**config.mk**
```make
export PLATFORM = sky130hd
export DESIGN_NAME = dmem_store_log
export DESIGN_NICKNAME = d
export VERILOG_FILES = /design/src/rtl/dmem_chk_pkg.sv /design/src/rtl/dmem_store_log.sv
export SDC_FILE = /design/constraint.sdc
export NUM_CORES = 1
export LEC_CHECK = 0
export ABC_AREA = 1
export BUFFER_PORTS_ARGS = -buffer_cell sky130_fd_sc_hd__buf_2
export CAP_MARGIN = 40
export CORE_ASPECT_RATIO = 1.75
export CORE_UTILIZATION = 60
export CTS_CLUSTER_DIAMETER = 60
export CTS_CLUSTER_SIZE = 16
export DETAILED_ROUTE_END_ITERATION = 12
export PLACE_DENSITY = 0.89
export SLEW_MARGIN = 20
export SYNTH_ARGS = -nofsm -noshare
export SYNTH_HDL_FRONTEND = slang
export SYNTH_SLANG_ARGS = --single-unit
```
**constraint.sdc**
```tcl
create_clock -name clk -period 4.8 [get_ports clk]
set_input_delay 0 -clock clk [delete_from_list [all_inputs] [get_ports clk]]
set_output_delay 0 -clock clk [all_outputs]
set_load 0.1 [all_outputs]
```
**src/rtl/dmem_chk_pkg.sv**
```systemverilog
// ----------------------------------------------------------------------------
// dmem_chk_pkg: shared state encoding and defaults for the dmem store checker. Rev 1.0
// ----------------------------------------------------------------------------
`default_nettype none

package dmem_chk_pkg;

  typedef enum logic [2:0] {
    ST_IDLE    = 3'd0,
    ST_ARMED   = 3'd1,
    ST_PASS    = 3'd2,
    ST_FAIL    = 3'd3,
    ST_TIMEOUT = 3'd4
  } chk_state_e;

  localparam logic [31:0] DEF_PASS_ADDR  = 32'd100;
  localparam logic [31:0] DEF_PASS_DATA  = 32'd7;
  localparam logic [31:0] DEF_ALLOW_ADDR = 32'd96;

  // One log entry is {address, data}.
  localparam int LOG_ENTRY_W = 64;

  function automatic logic is_verdict(chk_state_e s);
    return (s == ST_PASS) || (s == ST_FAIL) || (s == ST_TIMEOUT);
  endfunction

endpackage

`default_nettype wire

```
**src/rtl/dmem_store_log.sv**
```systemverilog
// ----------------------------------------------------------------------------
// dmem_store_log: circular store log with saturating fill count and newest-first read. Rev 1.0
// ----------------------------------------------------------------------------
`default_nettype none

module dmem_store_log
  import dmem_chk_pkg::*;
#(
  parameter int LOG_AW = 3
) (
  input  logic                   clk,
  input  logic                   reset,
  input  logic                   clear,
  input  logic                   wr_en,
  input  logic [LOG_ENTRY_W-1:0] wr_entry,
  input  logic [LOG_AW-1:0]      rd_idx,
  output logic [LOG_ENTRY_W-1:0] rd_entry,
  output logic [LOG_AW:0]        count
);

  localparam int              DEPTH = 1 << LOG_AW;
  localparam logic [LOG_AW:0] FULL  = (LOG_AW + 1)'(DEPTH);

  logic [LOG_ENTRY_W-1:0] mem_q [DEPTH];
  logic [LOG_AW-1:0]      wr_ptr_q, wr_ptr_d;
  logic [LOG_AW:0]        count_q, count_d;
  logic [LOG_AW-1:0]      rd_slot;

  always_comb begin
    wr_ptr_d = wr_ptr_q;
    count_d  = count_q;
    if (clear) begin
      wr_ptr_d = '0;
      count_d  = '0;
    end else if (wr_en) begin
      wr_ptr_d = wr_ptr_q + 1'b1;
      if (count_q != FULL) count_d = count_q + 1'b1;
    end
  end

  always_ff @(posedge clk or negedge reset) begin
    if (!reset) begin
      wr_ptr_q <= '0;
      count_q  <= '0;
    end else begin
      wr_ptr_q <= wr_ptr_d;
      count_q  <= count_d;
    end
  end

  // Storage is left unreset; count_q alone decides which slots are valid.
  always_ff @(posedge clk) begin
    if (wr_en && !clear) mem_q[wr_ptr_q] <= wr_entry;
  end

  always_comb begin
    rd_slot  = wr_ptr_q - 1'b1 - rd_idx;
    rd_entry = ({1'b0, rd_idx} < count_q) ? mem_q[rd_slot] : '0;
  end

  assign count = count_q;

endmodule

`default_nettype wire

```
==> results.cfg <==
[clock_tree]
cts_hold_buffers = 69
ctsLongestPathBuffers = 3
numCtsBuffers = 38
cts_tree = built
postCtsResizedCells = 0
cts_num_sinks = 519
clockRootBuffer = clkbuf_16
path_clk_slew_ns = 0.07
cts.htree.levels = 2
clk_latency_ns = 0.54
post_cts_buffers = 0

[route]
ant_nets = 0
wl_per_cell_um = 18.3
drt_iter0_drc = 1599
drt-pass1-iter-count = 6
via_per_inst = 5.53
drt_wl_total_um = 54400
drc_errors = 0
num_vias = 16418

[place]
dpl_worst_slack_ns = 1.41
place_congestion = 0.787
dpl.hpwl_um = 31900
numPortBuffers = 138

[power_and_ir_drop]
vdd_drop_max_uv = 362
power_density_mw_per_mm2 = 382
p_leak_nw = 11.9

[synth]
synth_area_leaders = edfxtp_1 66%, nand2_1 13%, inv_1 8.5%
yosysWarningCount = 0
yosysSeqAreaShare_pct = 67.1
synth_seq_cells = 519
syn_inst = 2300
synth.largest_area_cell = edfxtp_1
syn_nets = 2378
synth_top_area_share_pct = 66.4
netlist_area_mm2 = 0.0232
syn_area_per_cell_um2 = 10.1
ys_types = 26

[sta]
hold_viol_final = 0
rsz0062_at_grt = no
max_clock_freq_ghz = 0.249
setup_viol = 0
tightest_slew_ns = 0.791
slew_viol_final = 0
fin_crit_ns = 4.02
post-route-period-util_pct = 83.8
fin_worst_skew_ns = 0.00837
setup_ws_ns = 0.778
slew_headroom_pct = 47.3
setup_tns_ns = 0

[min_path]
min_path_type = in -> reg

[die]
num_io_pins = 139
rows = 94
fp.dieArea_mm2 = 0.0394
start_util_pct = 61.2
die_h_um = 262
die_w_um = 151
coreArea_mm2 = 0.0379

[critical_path]
critPathArrivalTime_ns = 4.02
path_class = reg -> out
end_kind = output pin
cp-start-kind = register
rrSetupSlack_ns = 2.53
worstPathRequired_ns = 4.80
crit_path_max_fanout = 62

[status]
status = completed

[cells_and_area]
most-common-layout-cells = 793 x nand2_1, 526 x inv_1, 512 x edfxtp_1
final_nets = 2557
area_delta_synth_final_pct = 12.5
drive_gt1_share_pct = 9.97
final_common_cell = nand2_1

[run]
drv_cap = 0

[grt]
grt_antenna_before_repair = 2
grt_pass1_wl_um = 84800
grt_pass1_vias = 17004
gr-total-overflow = 0
track_usage_pct = 28.3
grt_max_degree = 110
Yosys cell counts (all sizes together):
master / count
nand2: 797
inv: 529
edfxtp: 512
nand3: 260
buf: 100
a21oi: 65
nor2: 10
dfrtp: 7
ha: 6
o21ai: 6
clkbuf: 3
fa: 1
nand4: 1
o22ai: 1
xnor2: 1
xor2: 1
area by class of cell:
type / count / area (um^2)
antenna: 3 / 7.51
clock buffer: 47 / 1050
clock inverter: 1 / 11.3
fill: 2466 / 11800
inverter: 529 / 1990
multi-input combinational: 1149 / 4970
sequential: 519 / 15500
tap: 480 / 601
timing repair buffer: 242 / 1880
power breakdown:
group / total, mW / internal (mW) / switching [mW]
Clock: 2.97 / 1.53 / 1.44
Combinational: 1.92 / 0.459 / 1.46
Sequential: 5.05 / 5.04 / 0.0176
Total: 9.95 / 7.03 / 2.92
flip-flops by register name, summed over array words and instances (netlist names):
register,count
mem_q,512
count,4
wr_ptr_q,3
per-layer routing:
metal,up-vias,global-route usage [%],share of wire (%)
met4,0,17.6,5.6
met5,-,0,0
met2,955,50.5,53
met3,224,3.94,8.3
li1,7514,-,-
met1,7725,31.7,33
through the flow:
step | utilization [%] | hold slack [ns] | cell area, um^2 | power (mW) | instances
finish | 68.8 | 0.256 | 26100 | 9.95 | 2970
global placement | 63.4 | -0.158 | 24000 | 6.90 | 2838
detailed placement | 64.1 | -0.149 | 24300 | 6.99 | 2849
floorplan | - | -0.296 | 23200 | 6.60 | 2300
CTS | 68.7 | 0.243 | 26000 | 9.94 | 2966
global route | 68.8 | 0.278 | 26100 | 10.2 | 2969
critical path, stage by stage, from the launching register on:
cell and delay (ns):
dfrtp_1 0.44, ha_4 0.18, fa_4 0.81, inv_4 0.67
buf_12 0.30, nand3_1 0.16, nand2_1 0.11, nand2_1 0.08
a21oi_2 0.20, buf_2 0.46
path summary, 6_finish.rpt:
path,start,end,depth (start not counted)
min in group asynchronous,reset,count[1],3
hold reg to reg,count[1],count[1],2
max in group asynchronous,reset,count[0],3
hold / removal,wr_entry[53],mem_q[1][53],2
setup reg to reg,wr_ptr_q[0],mem_q[4][48],4
setup / recovery,wr_ptr_q[0],rd_entry[19],9
kinds of logic (layout without fill, tap and decap cells):
| group | after synthesis | after routing | share of synthesized area (%) |
|---|---|---|---|
| XOR/XNOR | 2 | 2 | 0.0756 |
| adder cells (fa/ha/maj) | 7 | 7 | 0.411 |
| buffers and inverters | 632 | 819 | 11.8 |
| AO/OA/AOI/OAI | 72 | 72 | 1.80 |
| other | 0 | 3 | 0 |
| AND/OR/NAND/NOR | 1068 | 1068 | 18.8 |
| flip-flops | 519 | 519 | 67.1 |
(Power assumes the default switching activity.)
